[src/rtl/cpu_pkg.sv]
// Shared definitions for the boot-time instruction-memory loader.
//   loader_state_t : loader FSM states
//   INSTR_W        : instruction word width in bits
//   BYTES_PER_WORD : bytes per instruction word on the byte stream
//   count_ok()     : legality test for the 16-bit word count in a frame header
package cpu_pkg;

    localparam int INSTR_W        = 32;
    localparam int BYTES_PER_WORD = 4;

    typedef enum logic [2:0] {
        IDLE,
        LEN_HI,
        LEN_LO,
        DATA,
        CSUM,
        RUN,
        ERR
    } loader_state_t;

    // A frame must carry at least one word and no more than the memory holds.
    function automatic logic count_ok(input logic [15:0] n, input int max_words);
        return (n != 16'd0) && (int'(n) <= max_words);
    endfunction

endpackage

[src/rtl/imem_loader_if.sv]
// Byte-stream input and instruction-memory write port of the loader.
//   rx_valid/rx_data/rx_ready : incoming byte stream, valid/ready handshake
//   imem_we/imem_addr/imem_wdata : registered one-cycle word write
// master : the loader (consumes bytes, drives the memory port)
// slave  : the byte source and instruction memory
interface imem_loader_if #(
    parameter int ADDR_W = 8
);
    logic              rx_valid;
    logic [7:0]        rx_data;
    logic              rx_ready;
    logic              imem_we;
    logic [ADDR_W-1:0] imem_addr;
    logic [31:0]       imem_wdata;

    modport master (
        input  rx_valid, rx_data,
        output rx_ready, imem_we, imem_addr, imem_wdata
    );

    modport slave (
        output rx_valid, rx_data,
        input  rx_ready, imem_we, imem_addr, imem_wdata
    );
endinterface

[src/rtl/imem_loader_byte_to_word_packer.sv]
// Assembles big-endian instruction words from a byte stream.
//   clk, rst   : clock, synchronous active-high reset
//   clear      : restart assembly at byte 0 (new frame)
//   byte_en    : a byte is being consumed this cycle
//   byte_in    : the byte
//   word       : completed word, valid together with word_valid
//   word_valid : combinational pulse on the cycle the 4th byte is consumed
module byte_to_word_packer
    import cpu_pkg::*;
(
    input  logic               clk,
    input  logic               rst,
    input  logic               clear,
    input  logic               byte_en,
    input  logic [7:0]         byte_in,
    output logic [INSTR_W-1:0] word,
    output logic               word_valid
);

    logic [INSTR_W-1:0] shift_reg;
    logic [1:0]         byte_idx_reg;

    // The finished word includes the byte arriving now, so the caller can
    // register it on the same edge that consumes the last byte.
    assign word       = {shift_reg[INSTR_W-9:0], byte_in};
    assign word_valid = byte_en && (byte_idx_reg == 2'(BYTES_PER_WORD - 1));

    always_ff @(posedge clk) begin
        if (rst || clear) begin
            shift_reg    <= '0;
            byte_idx_reg <= '0;
        end else if (byte_en) begin
            shift_reg    <= word;
            byte_idx_reg <= byte_idx_reg + 2'd1;
        end
    end

endmodule

[src/rtl/imem_loader.sv]
// Boot-time program loader in front of the CPU instruction memory.
// Frame: count_hi, count_lo, 4*N data bytes (MSB first), XOR checksum of data.
//   clk, rst : clock, synchronous active-high reset
//   bus      : byte stream in, instruction-memory write port out
//   start    : one-cycle pulse beginning a load (ignored while busy)
//   cpu_rst  : CPU reset, released only in RUN after a verified load
//   busy     : frame in progress
//   done     : load verified, CPU running
//   err      : bad count or checksum
module imem_loader
    import cpu_pkg::*;
#(
    parameter int ADDR_W    = 8,
    parameter int MAX_WORDS = 256
) (
    input  logic          clk,
    input  logic          rst,
    imem_loader_if.master bus,
    input  logic          start,
    output logic          cpu_rst,
    output logic          busy,
    output logic          done,
    output logic          err
);

    // One extra bit so N == MAX_WORDS never wraps the index.
    localparam int WIDX_W = ADDR_W + 1;

    loader_state_t      state_reg, state_next;
    logic [15:0]        count_reg;
    logic [WIDX_W-1:0]  word_idx_reg;
    logic [7:0]         csum_reg;
    logic               imem_we_reg;
    logic [ADDR_W-1:0]  imem_addr_reg;
    logic [INSTR_W-1:0] imem_wdata_reg;

    logic               accept;
    logic               start_ok;
    logic               data_en;
    logic               last_word;
    logic [INSTR_W-1:0] packed_word;
    logic               word_valid;

    assign accept   = bus.rx_valid && bus.rx_ready;
    assign start_ok = start && (state_reg inside {IDLE, RUN, ERR});
    assign data_en  = accept && (state_reg == DATA);

    // Word being completed now is the final one of the frame.
    assign last_word = (16'(word_idx_reg) + 16'd1) == count_reg;

    byte_to_word_packer u_packer (
        .clk        (clk),
        .rst        (rst),
        .clear      (start_ok),
        .byte_en    (data_en),
        .byte_in    (bus.rx_data),
        .word       (packed_word),
        .word_valid (word_valid)
    );

    always_ff @(posedge clk) begin
        if (rst) begin
            state_reg <= IDLE;
        end else begin
            state_reg <= state_next;
        end
    end

    always_comb begin
        state_next   = state_reg;
        bus.rx_ready = 1'b0;
        cpu_rst      = 1'b1;
        busy         = 1'b0;
        done         = 1'b0;
        err          = 1'b0;
        case (state_reg)
            IDLE: begin
                if (start) state_next = LEN_HI;
            end
            LEN_HI: begin
                bus.rx_ready = 1'b1;
                busy         = 1'b1;
                if (accept) state_next = LEN_LO;
            end
            LEN_LO: begin
                bus.rx_ready = 1'b1;
                busy         = 1'b1;
                if (accept) begin
                    state_next = count_ok({count_reg[15:8], bus.rx_data}, MAX_WORDS)
                               ? DATA : ERR;
                end
            end
            DATA: begin
                bus.rx_ready = 1'b1;
                busy         = 1'b1;
                if (word_valid && last_word) state_next = CSUM;
            end
            CSUM: begin
                bus.rx_ready = 1'b1;
                busy         = 1'b1;
                if (accept) state_next = (bus.rx_data == csum_reg) ? RUN : ERR;
            end
            RUN: begin
                cpu_rst = 1'b0;
                done    = 1'b1;
                if (start) state_next = LEN_HI;
            end
            ERR: begin
                err = 1'b1;
                if (start) state_next = LEN_HI;
            end
            default: state_next = IDLE;
        endcase
    end

    // Write registers are separate from the packer, so the next word's bytes
    // keep flowing while the previous word is written.
    always_ff @(posedge clk) begin
        if (rst) begin
            count_reg      <= '0;
            word_idx_reg   <= '0;
            csum_reg       <= '0;
            imem_we_reg    <= 1'b0;
            imem_addr_reg  <= '0;
            imem_wdata_reg <= '0;
        end else begin
            imem_we_reg <= word_valid;
            if (word_valid) begin
                imem_addr_reg  <= word_idx_reg[ADDR_W-1:0];
                imem_wdata_reg <= packed_word;
                word_idx_reg   <= word_idx_reg + 1'b1;
            end
            if (start_ok) begin
                word_idx_reg <= '0;
                csum_reg     <= '0;
            end
            if (accept && state_reg == LEN_HI) count_reg[15:8] <= bus.rx_data;
            if (accept && state_reg == LEN_LO) count_reg[7:0]  <= bus.rx_data;
            if (data_en) csum_reg <= csum_reg ^ bus.rx_data;
        end
    end

    assign bus.imem_we    = imem_we_reg;
    assign bus.imem_addr  = imem_addr_reg;
    assign bus.imem_wdata = imem_wdata_reg;

endmodule

[src/flat_wrapper.sv]
// flat-port wrapper written by rule: the top's interface ports become plain ports
module imem_loader_flat import cpu_pkg::*;
#(
    parameter int ADDR_W    = 8,
    parameter int MAX_WORDS = 256
)
  (clk, rst, start, cpu_rst, busy, done, err, bus_rx_valid, bus_rx_data, bus_rx_ready, bus_imem_we, bus_imem_addr, bus_imem_wdata);
  imem_loader_if #(.ADDR_W(ADDR_W)) bus_i ();
  input  logic clk;
  input  logic rst;
  input  logic start;
  output logic cpu_rst;
  output logic busy;
  output logic done;
  output logic err;
  input wire logic [$bits(bus_i.rx_valid)-1:0] bus_rx_valid;
  input wire logic [$bits(bus_i.rx_data)-1:0] bus_rx_data;
  output wire logic [$bits(bus_i.rx_ready)-1:0] bus_rx_ready;
  output wire logic [$bits(bus_i.imem_we)-1:0] bus_imem_we;
  output wire logic [$bits(bus_i.imem_addr)-1:0] bus_imem_addr;
  output wire logic [$bits(bus_i.imem_wdata)-1:0] bus_imem_wdata;
  assign bus_i.rx_valid = bus_rx_valid;
  assign bus_i.rx_data = bus_rx_data;
  assign bus_rx_ready = bus_i.rx_ready;
  assign bus_imem_we = bus_i.imem_we;
  assign bus_imem_addr = bus_i.imem_addr;
  assign bus_imem_wdata = bus_i.imem_wdata;
  imem_loader #(.ADDR_W(ADDR_W), .MAX_WORDS(MAX_WORDS)) u_core (.clk(clk), .rst(rst), .bus(bus_i), .start(start), .cpu_rst(cpu_rst), .busy(busy), .done(done), .err(err));
endmodule
[config.mk]
export PLATFORM = sky130hd
export DESIGN_NAME = imem_loader_flat
export DESIGN_NICKNAME = d
export VERILOG_FILES = /design/src/rtl/cpu_pkg.sv /design/src/rtl/imem_loader_if.sv /design/src/rtl/imem_loader_byte_to_word_packer.sv /design/src/rtl/imem_loader.sv /design/src/flat_wrapper.sv
export SDC_FILE = /design/constraint.sdc
export NUM_CORES = 1
export LEC_CHECK = 0
export ABC_AREA = 1
export CAP_MARGIN = 20
export CELL_PAD_IN_SITES_DETAIL_PLACEMENT = 1
export CELL_PAD_IN_SITES_GLOBAL_PLACEMENT = 1
export CORE_ASPECT_RATIO = 0.6
export CORE_UTILIZATION = 39
export DETAILED_ROUTE_END_ITERATION = 7
export PLACE_DENSITY_LB_ADDON = 0.08
export SLEW_MARGIN = 5
export SYNTH_ARGS = -nofsm -noshare
export SYNTH_HDL_FRONTEND = slang
export SYNTH_SLANG_ARGS = --single-unit
export TNS_END_PERCENT = 100
[constraint.sdc]
create_clock -name clk -period 1.74 [get_ports clk]
set_input_delay 0.348 -clock clk [delete_from_list [all_inputs] [get_ports clk]]
set_output_delay 0.348 -clock clk [all_outputs]
set_load 0.005 [all_outputs]
==> summary.md <==
| Metric | Value |
|---|---|
| Die width | `137 um` |
| Max Fclk | `0.573 GHz` |
| IR drop worst, VDD | `0.527 mV` |
| Internal power | `4.11 mW` |
| Seq/Total Area, Yosys | `0.480` |
| TritonCTS clock tree | `built` |
| # clock sinks | `103` |
| Final total power | `6.13 mW` |
| Synthesized flop and latch total | `103` |
| Top delay family on crit path | `buffers and inverters` |
| Hold slack | `0.464 ns` |
| Psw | `2.02 mW` |
| ANT cells | `0` |
| Crit path top cell by count | `buf_6` |
| Final min period | `1.75 ns` |
| Comb pwr share | `0.264` |
| Worst path bufs/invs | `6` |
| Setup Crit Path Kind | `reg2reg` |
| CP Capture Type | `register` |
| Synth cell types | `33` |
| Final worst-path cycle share | `1.00` |
| Vias | `4,227` |
| Worst-path clk slew | `0.07 ns` |
| Hold Buf Count CTS | `0` |
| P per Cell Area | `1040 mW/mm2` |
| Drt wl/cell | `18.0 um` |
| Lkg Pwr | `2.32 nW` |
| Initial Util | `0.404` |
| Maximum capacitance violations | `0` |
| Synth Warn # | `0` |
| Fin. Hold Viols | `0` |
| Dominant cell type by area after synthesis | `dfxtp_1` |
| WP data required | `1.97 ns` |
| Placed cell areas | `0.00528 mm2` |
| Status | `complete, but fails checks` |
| Max FFs per register | `32` |
| Synth-to-layout area growth | `37.0%` |
| Clock buffer depth | `2` |
| Final std cell area, no fill | `0.00588 mm2` |
| HP Class | `reg2reg` |
| TritonCTS Buffers | `9` |
| Area of the multi-input gates | `0.00211 mm2` |
| CP arrival | `1.97 ns` |
| Clock H-tree levels | `3` |
| Synthesized area per cell | `7.35 um2` |
| R2R setup slack | `-0.006 ns` |
| Top-area cell type share of the netlist area | `0.480` |
| WL final | `14,700 um` |
| Share of layout cells above drive strength 1 | `0.199` |
| DRT antenna net count | `0` |
| Share of power burned in registers | `0.425` |
| Crit path max fanout | `8` |
| Port Buffers | `57` |
| CP Cell Sequence | `buf_6 > nand2_4 > nor2_4 > buf_4 > inv_2 > nor2_4 > buf_12 > buf_6 > a21oi_4 > buf_6 > nand2_1 > a21oi_1` |
| Final slew viol count | `0` |
| Initial antenna violation count | `1` |
| Total GRT Usage | `0.260` |
| Total gr overflow | `0` |
| Die height | `83.3 um` |
| Syn Std Cell Area | `0.00429 mm2` |
| Layout Skew | `0.00808 ns` |
| Synth area leaders | `dfxtp_1, nand2_1, a21oi_1` |
| Largest net degree at the start of global routing | `36` |
| Initial DRC count | `252` |
| Startpoint types | `register` |
| Worst Max-Slew Pin Slew | `0.386 ns` |
| Syn nets | `598` |
| Failing checks | `setup timing` |
| Final Net Count | `687` |
| RSZ-0062 raised after global routing | `true` |
| Final worst slack | `-0.00612 ns` |
| Number of global-route vias before repair | `4,288` |
| Slew HR | `0.742` |
| Core ar. | `0.0106 mm2` |
| Initial DRT Pass Iterations | `4` |
| Sequential Area | `0.00208 mm2` |
| Total die area | `0.0114 mm2` |
| Fillers | `1,296` |
| Clk_lat worst skew | `0.34 ns` |
| Root Driver | `clkbuf_16` |
| CP max-delay cell | `dfxtp_4` |
| Crit-path max cell delay | `0.36 ns` |
| # rows | `29` |
| DRC | `0` |
| Pre-CTS setup slack | `-0.170 ns` |
| First-pass GRT wire length | `22,900 um` |
| Finish-stage setup viols | `1` |
| Vias per cell | `5.17` |
| GP Congestion | `0.921` |
| Sw frac | `0.330` |
| IO Count | `58` |
| Post-Synthesis Cells | `584` |
| DPL Wire Length | `9820 um` |
| Clock power frac | `0.310` |
-- tightest hold or removal path, stage by stage, from the launching register on --
cell and delay (ns):
dfxtp_1 0.31, nand2_1 0.06, a21oi_1 0.05
-- power by group through the flow --
stage / clock network [mW] / registers, mW / logic, mW
after global routing: 2.05 / 2.62 / 1.74
after global placement: 0 / 2.63 / 1.21
after CTS: 1.93 / 2.59 / 1.41
after detailed placement: 0 / 2.64 / 1.27
final: 1.90 / 2.61 / 1.62
after floorplan: 0 / 2.60 / 0.762
-- cells in the mapped netlist --
| library cell | n |
|---|---|
| ha_1 | 2 |
| nand2_1 | 153 |
| o31ai_1 | 1 |
| buf_2 | 12 |
| inv_2 | 11 |
| o21ai_0 | 41 |
| nand4_1 | 6 |
| nor2_1 | 46 |
| a21oi_2 | 1 |
| dfxtp_1 | 103 |
| nor3_1 | 3 |
| nor3_4 | 1 |
| nand2_2 | 5 |
| buf_4 | 3 |
| inv_1 | 36 |
| o21ai_1 | 1 |
| clkbuf_1 | 10 |
| buf_6 | 1 |
| nor2_2 | 2 |
| or2_1 | 3 |
| xnor2_1 | 2 |
| nand3_1 | 51 |
| nand3_2 | 1 |
| buf_1 | 2 |
| a21oi_1 | 68 |
| nor3b_1 | 1 |
| and2_1 | 1 |
| a211oi_1 | 4 |
| or2_0 | 1 |
| nor2_4 | 4 |
| xor2_1 | 6 |
| nand3b_1 | 1 |
| or2_2 | 1 |
-- stage by stage --
step           instances   util  setup TNS [ns]
3_5_place_dp         790  0.497           -4.60
2_1_floorplan        584      -               0
4_1_cts              812  0.535         -0.0420
5_1_grt              817  0.553           -1.05
6_report             817  0.553        -0.00612
3_3_place_gp         790  0.497           -2.55
-- cells by family after synthesis --
| kind of cell | Yosys count | synth area share |
|---|---|---|
| xor gates and xnor gates | 8 | 0.0163 |
| DFF | 103 | 0.480 |
| AOI/OAI and AO/OA | 116 | 0.139 |
| and+or+nand+nor | 280 | 0.285 |
| adders and majority gates | 2 | 0.00583 |
| buffers and inverters | 75 | 0.0735 |
-- worst paths after layout --
check | startpoint | to | cells after the start
min | u_core.u_packer.shift_reg[20] | u_core.u_packer.shift_reg[20] | 2
max reg2reg | u_core.state_reg[0] | u_core.csum_reg[2] | 12
max | u_core.state_reg[0] | u_core.csum_reg[2] | 12
min reg2reg | u_core.u_packer.shift_reg[20] | u_core.u_packer.shift_reg[20] | 2
-- layout by cell type (no fill, tap or decap), drive strengths merged, types with 5 or more instances in the layout --
master         instances
clkdlybuf4s50         52
o21ai                 42
clkbuf                10
a21oi                 69
nand3                 52
nand4                  6
nor2                  52
nand2                158
inv                   49
dfxtp                103
buf                   51
or2                    5
xor2                   6
-- timing repair --
item | 4_1_cts | 5_1_grt
pin swaps | 7 | 15
buffers inserted | 6 | 5
setup endpoints to repair | 8 | 13
gates resized for setup | 35 | 47
endpoints found under the hold margin | 0 | 0
-- metal layers --
metal,vias up,track usage,wire length (um)
met5,-,0,0
met4,0,0.0609,134
met3,14,0.0549,741
met2,82,0.377,6270
met1,2063,0.387,7540
li1,2068,-,-
-- layout make-up --
cell class	count	share of cell area
Tap cell	139	0.0296
Sequential cell	103	0.353
Clock buffer	10	0.0389
Multi-Input combinational cell	406	0.358
Clock inverter	6	0.00745
Inverter	47	0.0313
Timing Repair Buffer	106	0.181
(Power assumes the default switching activity.)
